`src/rtl/dco_freq_meter.sv`:
```
// Frequency counter for the DCO output: counts synchronized rising edges of
// dco_in over a gate window of gate_len system clocks, one-shot or continuous.
module dco_freq_meter #(
    parameter int GATE_W      = 16,
    parameter int CNT_W       = 16,
    parameter int SYNC_STAGES = 2
) (
    input  logic              clk,
    input  logic              rst,
    input  logic              dco_in,
    input  logic              start,
    input  logic              continuous,
    input  logic [GATE_W-1:0] gate_len,
    output logic [CNT_W-1:0]  count,
    output logic              count_valid,
    output logic              busy,
    output logic              overflow
);

    typedef enum logic [1:0] {
        IDLE    = 2'd0,
        MEASURE = 2'd1,
        DONE    = 2'd2
    } state_t;

    localparam logic [GATE_W-1:0] GATE_ONE = GATE_W'(1);
    localparam logic [CNT_W-1:0]  CNT_ONE  = CNT_W'(1);

    state_t                 state_q, state_d;
    logic [SYNC_STAGES-1:0] sync_q;
    logic                   p_q;
    logic                   s;
    logic                   rise;
    logic [GATE_W-1:0]      glen_load;
    logic [GATE_W-1:0]      gcnt_q, gcnt_d;
    logic [CNT_W-1:0]       edge_q, edge_d;
    logic                   sat_q, sat_d;
    logic [CNT_W-1:0]       count_q, count_d;
    logic                   ovf_q, ovf_d;

    assign s    = sync_q[SYNC_STAGES-1];
    assign rise = s & ~p_q;

    // A zero-length gate would never reach the terminal count, so it runs as one cycle.
    assign glen_load = (gate_len == '0) ? GATE_ONE : gate_len;

    always_ff @(posedge clk) begin
        if (rst) begin
            sync_q <= '0;
            p_q    <= 1'b0;
        end else begin
            sync_q <= {sync_q[SYNC_STAGES-2:0], dco_in};
            p_q    <= s;
        end
    end

    always_ff @(posedge clk) begin
        if (rst) begin
            state_q <= IDLE;
            gcnt_q  <= '0;
            edge_q  <= '0;
            sat_q   <= 1'b0;
            count_q <= '0;
            ovf_q   <= 1'b0;
        end else begin
            state_q <= state_d;
            gcnt_q  <= gcnt_d;
            edge_q  <= edge_d;
            sat_q   <= sat_d;
            count_q <= count_d;
            ovf_q   <= ovf_d;
        end
    end

    always_comb begin
        state_d = state_q;
        gcnt_d  = gcnt_q;
        edge_d  = edge_q;
        sat_d   = sat_q;
        count_d = count_q;
        ovf_d   = ovf_q;
        case (state_q)
            IDLE: begin
                if (start) begin
                    state_d = MEASURE;
                    gcnt_d  = glen_load;
                    edge_d  = '0;
                    sat_d   = 1'b0;
                end
            end
            MEASURE: begin
                if (rise) begin
                    if (&edge_q) begin
                        sat_d = 1'b1;
                    end else begin
                        edge_d = edge_q + CNT_ONE;
                    end
                end
                gcnt_d = gcnt_q - GATE_ONE;
                // Result registers take the next-state values so the rise in the
                // last gate cycle is included and count is valid during DONE.
                if (gcnt_q == GATE_ONE) begin
                    state_d = DONE;
                    count_d = edge_d;
                    ovf_d   = sat_d;
                end
            end
            DONE: begin
                if (continuous) begin
                    state_d = MEASURE;
                    gcnt_d  = glen_load;
                    edge_d  = '0;
                    sat_d   = 1'b0;
                end else begin
                    state_d = IDLE;
                end
            end
            default: begin
                state_d = IDLE;
            end
        endcase
    end

    assign count       = count_q;
    assign overflow    = ovf_q;
    assign count_valid = (state_q == DONE);
    assign busy        = (state_q == MEASURE);

endmodule

```
`config.mk`:
```
export PLATFORM = sky130hd
export DESIGN_NAME = dco_freq_meter
export DESIGN_NICKNAME = d
export VERILOG_FILES = /design/src/rtl/dco_freq_meter.sv
export SDC_FILE = /design/constraint.sdc
export NUM_CORES = 1
export LEC_CHECK = 0
export ABC_AREA = 1
export BUFFER_PORTS_ARGS = -buffer_cell sky130_fd_sc_hd__buf_4
export CAP_MARGIN = 25
export CORE_UTILIZATION = 52
export CTS_CLUSTER_SIZE = 40
export DETAILED_ROUTE_END_ITERATION = 8
export GPL_TIMING_DRIVEN = 0
export PLACE_DENSITY = 0.87
export SETUP_SLACK_MARGIN = 0.5
export SLEW_MARGIN = 20
export SYNTH_ARGS = -nofsm -noshare
export SYNTH_HDL_FRONTEND = slang
export SYNTH_SLANG_ARGS = --single-unit
```
`constraint.sdc`:
```
create_clock -name clk -period 1.6 [get_ports clk]
set_clock_uncertainty 0.15 [all_clocks]
set_input_delay 0.24 -clock clk [delete_from_list [all_inputs] [get_ports clk]]
set_output_delay 0.24 -clock clk [all_outputs]
set_load 0.005 [all_outputs]
```
==> results.txt, run 1 <==
----------------------------------------------------
[Outcome]
  Status ... finished, violations left
  Violated checks ... DRC, setup timing

[Worst setup path]
  Largest delay share family, worst path ... simple AND/OR/NAND/NOR gates
  Most prevalent standard cell on the critical path ... nand2_2
  Kind of start point of the critical path ... flop
  Highest cell delay on the worst timing path ... 510 ps
  Number of buffer and inverter stages on the critical path ... 1
  Ordered cell list for the critical path ... nand2_2 > nor2_4 > nand4_4 > buf_6 > nand2_2 > nand2_4 > a21oi_4 > nor2_1
  Kind of end point of the critical path ... flop
  Critical path start-end classification ... flop to flop
  Max stage delay cell, worst path ... dfxtp_2
  Data required time of the worst path ... 1680 ps
  Crit path max fanout ... 7
  CP Data Arrival Time ... 2190 ps

[Power]
  Leakage ... 2.33 nW
  Proportion of power drawn by the clock network ... 0.221
  Flop pwr share ... 0.378
  Switching share of power ... 0.409
  Internal Pwr Total ... 0.00242 W
  Total chip power ... 0.00409 W
  Power density over the cells ... 726 nW/um^2
  Combinational cell fraction of total power ... 0.401
  VDD IR max ... 0.000677 V
  Net Sw Power ... 0.00168 W

[Timing]
  Number of setup violations in the final report ... 51
  Maximum operating frequency ... 472 MHz
  Post-layout minimum cycle time ... 2120 ps
  Worst Setup Slack, final ... -518 ps
  Ratio of final minimum period to clock period ... 1.32
  Worst slew slack as a fraction of its limit ... 0.349
  Unrepaired setup endpoints after global routing ... yes
  Transition time at the pin with the least slew margin ... 977 ps
  Number of hold violations in the final report ... 0
  Max-slew violation count ... 0
  Total negative slack ... -13770 ps

[Floorplan]
  Chip Width ... 80.2 um
  Core Area ... 5920 um^2
  Die area ... 6430 um^2
  Number of top-level pins ... 40
  Initial standard-cell utilization of the core ... 0.537
  Height of the die ... 80.2 um
  Number of placement rows ... 28

[Clock network]
  Buffer levels on the longest clock path ... 2
  Clock Sinks ... 55
  Clk Latency, worst-skew pair ... 330 ps
  Clk Tree Root Cell ... clkbuf_8
  Clock transition at the registers of the reported paths ... 120 ps
  H-Tree Depth ... 2
  Clock buffers created by TritonCTS ... 5
  Clock tree from TritonCTS ... built

[Detailed routing]
  Routed Antenna Nets ... 0
  Count of unresolved DRC violations after routing ... 266
  Detail-routed net length per standard cell ... 29.1 um
  Vias per inst ... 7.20
  Drt pass-1 iters ... 9
  Detailed router's first-iteration violation count ... 1127
  Overall via count from detail_route ... 5000
  Total wire length ... 20200 um

[Synth]
  Number of cells produced by synthesis ... 503
  Portion of the post-synthesis area used by sequential elements ... 0.346
  EDFF count, synth ... 0
  Register bit count reported by yosys ... 55
  Main synth FF type ... dfxtp_1
  Cell area after technology mapping ... 3180 um^2
  Number of warnings reported in the yosys synthesis log ... 0
  Post-synthesis cell type count ... 37
  Mean area per synthesized cell ... 6.32 um^2
  Fraction of registers with async set/reset ... 0
  Mapped Nets ... 527

[Global route]
  Via count of the first global-routing pass ... 4144
  Largest net degree at the start of global routing ... 20
  Initial antenna violation count ... 0
  Global-route wire length before repair ... 21500 um
  Total global routing overflow ... 0
  GRT Resource Usage Total ... 0.452

[Placement]
  Placer congestion estimate ... 0.929
  HPWL after DPL ... 6350 um
  Buffers added on ports ... 38

[Min path]
  Worst min path class ... input port to flop

[Final layout]
  Number of diodes added for antenna fixing ... 0
  Count of nets after finishing ... 642
  Synthesis-to-layout area growth ... 77.4%
  Share of layout cells above drive strength 1 ... 0.614
  Final Core Density ... 0.952

[Run]
  Maximum capacitance violations ... 0

----------------------------------------------------
## worst min-delay path, cell delays in order
cell and delay, ps:
buf_4 130, nand3_4 70, a31oi_4 70
## cells in the mapped netlist (4+ instances only)
cell type / count / area, um^2
a21oi_1: 38 / 190
buf_2: 4 / 20.0
clkbuf_1: 6 / 22.5
dfxtp_1: 55 / 1100
inv_1: 59 / 221
nand2_1: 138 / 518
nand3_1: 53 / 265
nor2_1: 59 / 221
nor2_4: 5 / 56.3
nor3_1: 4 / 20.0
o21ai_0: 36 / 180
## layout by cell type (no fill, tap or decap), drive strengths merged, types with 4 or more instances in the layout
| cell type | count |
|---|---|
| nand2 | 140 |
| buf | 117 |
| nor2 | 67 |
| inv | 64 |
| dfxtp | 55 |
| nand3 | 54 |
| a21oi | 38 |
| o21ai | 37 |
| clkbuf | 10 |
| nand4 | 4 |
| nor3 | 4 |
## worst paths after layout
check	endpoint	depth (start not counted)	start	slack [ps]
setup reg to reg	count[5]	8	edge_q[7]	-520
setup / recovery	count[5]	8	edge_q[7]	-520
hold / removal	gcnt_q[4]	3	gate_len[4]	70
hold reg to reg	sync_q[1]	2	sync_q[0]	280
## timing repair
item	CTS	global route
hold buffers	1	0
pin swaps	54	77
endpoints found under the hold margin	1	0
resized for setup	181	154
gates cloned	7	0
setup buffers	31	31
endpoints found under the setup margin	71	73
## stage by stage
step,cell area [um^2],setup slack [ps],cells,hold WS [ps]
global placement,3780,-198,616,244
CTS,4800,-42.9,663,50.6
detailed placement,3780,-267,616,248
global route,5640,-646,694,54.3
floorplan,3400,51.4,503,197
finish,5640,-518,694,69.1
## power groups by stage
stage / Combinational [W] / Clock [W] / Sequential [W]
after floorplan: 0.000568 / 0 / 0.00151
after global placement: 0.000731 / 0 / 0.00153
after detailed placement: 0.000752 / 0 / 0.00153
after CTS: 0.00110 / 0.000862 / 0.00152
after global routing: 0.00166 / 0.000947 / 0.00155
final: 0.00164 / 0.000906 / 0.00155
## flip-flops by register name, indices dropped and copies added, names as in the netlist
signal	flops
count	16
edge_q	16
gcnt_q	16
overflow	1
p_q	1
sat_q	1
state_q	2
sync_q	2
## area by class of cell
class | count | area (um^2)
Multi-Input combinational cell | 370 | 2740
Tap cell | 75 | 93.8
Timing Repair Buffer | 106 | 1080
Buffer | 17 | 175
Clock buffer | 5 | 68.8
Inverter | 62 | 260
Clock inverter | 3 | 26.3
Sequential cell | 55 | 1180
Timing Repair inverter | 1 | 8.76
Fill cell | 158 | 282
## cells by family (layout without fill, tap and decap cells)
group	after synthesis	count (layout)	synth area share
AOI/OAI and AO/OA	81	81	0.133
xor gates and xnor gates	5	5	0.0138
adders and majority gates	3	3	0.0118
buffers and inverters	79	194	0.103
DFF	55	55	0.346
and+or+nand+nor	280	281	0.392
## per-layer routing
| layer | share of wire | global-route usage | wire [um] |
|---|---|---|---|
| met2 | 0.40 | 0.709 | 8040 |
| met3 | 0.17 | 0.138 | 3340 |
| met4 | 0.12 | 0.289 | 2390 |
| met1 | 0.32 | 0.533 | 6430 |
| met5 | 0 | 0 | 0 |
(Power assumes the default switching activity.)
==> run 2, diff against run 1 <==
CORE_UTILIZATION = 58   (was 52)
PLACE_DENSITY = 0.91   (was 0.87)
clock period = 2.2 ns   (was 1.6 ns; I/O delays follow)
==> results.txt, run 2 (synthesis results as in run 1) <==
----------------------------------------------------
[Outcome]
  Status ... finished clean

[Global route]
  Met1 track utilization from global routing ... 0.402 (-0.130)
  Met3 Use GR ... 0.0527 (-0.0848)
  Via count of the first global-routing pass ... 3527 (-15%)
  GRT Resource Usage Total ... 0.341 (-0.111)
  Total global routing overflow ... 0 (unchanged)
  Busiest metal layer after global routing ... met2
  GRT met2 Usage ... 0.596 (-0.112)
  Initial antenna violation count ... 0 (unchanged)
  Global-route wire length before repair ... 15900 um (-26%)
  Largest net degree at the start of global routing ... 18 (-10%)

[Power]
  Power density over the cells ... 557 nW/um^2 (-23%)
  VDD IR max ... 0.000502 V (-26%)
  Leakage ... 1.89 nW (-19%)

[Timing]
  Total negative slack ... 0 ps (+13770 ps)
  Transition time at the pin with the least slew margin ... 759 ps (-218 ps)
  Post-layout minimum cycle time ... 1830 ps (-288 ps)
  Worst slew slack as a fraction of its limit ... 0.494 (+0.145)
  Number of setup violations in the final report ... 0 (-100%)
  Max-slew violation count ... 0 (unchanged)
  Ratio of final minimum period to clock period ... 0.831 (-0.492)
  Unrepaired setup endpoints after global routing ... yes
  Number of hold violations in the final report ... 0 (unchanged)
  Maximum operating frequency ... 547 MHz (+16%)
  Worst Setup Slack, final ... 371 ps (+888 ps)

[Worst setup path]
  Kind of end point of the critical path ... flop
  Data required time of the worst path ... 2300 ps (+620 ps)
  Critical path start-end classification ... flop to flop
  CP Data Arrival Time ... 1930 ps (-260 ps)
  Crit path max fanout ... 10 (+3)
  Kind of start point of the critical path ... flop

[Final layout]
  Share of layout cells above drive strength 1 ... 0.318 (-0.296)
  Number of inserted filler cells in the final layout ... 318 (+100%)
  Count of nets after finishing ... 601 (-6.4%)
  Most used cells in the layout excluding fill and tap cells ... nand2_1 (128), buf_4 (66), inv_1 (53), nor2_1 (44), nand3_1 (41)
  Number of diodes added for antenna fixing ... 0 (unchanged)
  Most common cell after layout, fill and taps aside ... nand2_1
  Synthesis-to-layout area growth ... 34.4%

[Placement]
  HPWL after DPL ... 6390 um (+0.53%)
  Placer congestion estimate ... 0.999 (+7.6%)
  Buffers added on ports ... 38 (unchanged)
  Post-placement worst setup slack ... 305 ps (+572 ps)

[Floorplan]
  Die area ... 5780 um^2 (-10%)
  Number of top-level pins ... 40 (unchanged)
  Chip Width ... 76.0 um (-5.2%)
  Initial standard-cell utilization of the core ... 0.611 (+0.0738)
  Core Area ... 5200 um^2 (-12%)
  Height of the die ... 76.0 um (-5.2%)
  Number of placement rows ... 26 (-7.1%)

[Detailed routing]
  Vias per inst ... 6.18 (-14%)
  Detail-routed net length per standard cell ... 18.4 um (-37%)
  Drt pass-1 iters ... 7 (-2)
  Overall via count from detail_route ... 4007 (-20%)
  Count of unresolved DRC violations after routing ... 0 (-100%)
  Detailed router's first-iteration violation count ... 654 (-42%)
  Routed Antenna Nets ... 0 (unchanged)
  Total wire length ... 11900 um (-41%)

[Run]
  Maximum capacitance violations ... 0 (unchanged)

[Clock network]
  Clock Sinks ... 55 (unchanged)
  Buffer levels on the longest clock path ... 2 (unchanged)
  H-Tree Depth ... 2 (unchanged)
  Clk Tree Root Cell ... clkbuf_8
  Clk Latency, worst-skew pair ... 330 ps (about the same)
  Clock tree from TritonCTS ... built
  Clock transition at the registers of the reported paths ... 120 ps (about the same)
  Clock buffers created by TritonCTS ... 5 (unchanged)
  Hold-fix buffers, CTS ... 0 (-1)

[Min path]
  Worst min path class ... input port to flop

----------------------------------------------------
==> run 2: cell count changes in the layout (fill, tap and decap cells not counted), moves of 14 or more <==
cell / before / now
o21ai_0: 14 / 33
dfxtp_1: 7 / 32
dfxtp_2: 39 / 21
nand2_2: 46 / 11
nand3_1: 16 / 41
a21oi_1: 13 / 32
nor2_1: 30 / 44
o21ai_2: 15 / 1
a21oi_2: 23 / 6
nand3_2: 23 / 8
buf_6: 48 / 4
nand2_1: 80 / 128
==> run 2: repair_timing <==
action	in CTS	in global routing
resized for setup	30	94
buffers inserted	9	16
hold endpoints to repair	0	0
pin swaps	6	24
endpoints found under the setup margin	44	51
cloned	2	2
==> run 2: critical path, stage by stage (launching register included) <==
cell and delay [ps]:
dfxtp_2 350, inv_2 60, nor2_4 200, inv_2 100
buf_6 150, buf_4 180, o21ai_0 300, nand2_1 120
a21oi_1 160
==> run 2: cell type report <==
| cell class | count | area (um^2) | share of cell area |
|---|---|---|---|
| buffer | 17 | 123 | 0.0287 |
| clock buffer | 6 | 72.6 | 0.0170 |
| clock inverter | 2 | 16.3 | 0.00381 |
| inverter | 62 | 240 | 0.0562 |
| multi-input combinational | 371 | 2100 | 0.492 |
| sequential | 55 | 1130 | 0.266 |
| tap | 70 | 87.6 | 0.0205 |
| timing repair buffer | 65 | 495 | 0.116 |
==> run 2: power breakdown <==
part | total, W | internal (W) | leakage [nW] | switching [W]
clock network | 0.000595 | 0.000230 | 0.0418 | 0.000365
registers | 0.00111 | 0.00104 | 0.458 | 0.0000662
logic | 0.000675 | 0.000256 | 1.39 | 0.000419
==> run 2: path summary, 6_finish.rpt <==
path / to / slack (ps) / cells after the start / startpoint
min: sync_q[0] / 70 / 3 / dco_in
max: gcnt_q[5] / 370 / 8 / state_q[0]
min reg2reg: sync_q[1] / 270 / 2 / sync_q[0]
max reg2reg: gcnt_q[5] / 370 / 8 / state_q[0]
==> run 2: through the flow <==
step	area, um^2	std cells	utilization	power, W	hold slack (ps)
final	4270	648	0.821	0.00238	73.0
after global routing	4270	648	0.821	0.00246	80.0
after CTS	3840	630	0.738	0.00216	79.3
after detailed placement	3550	611	0.682	0.00155	255
after global placement	3550	611	0.682	0.00154	249
after floorplan	3180	503	-	0.00141	238
==> run 2: routing by layer <==
metal / up-vias / wire [um]
met5: - / 0
met4: 0 / 811
met3: 106 / 1300
met2: 325 / 5720
met1: 1814 / 4100
li1: 1762 / -
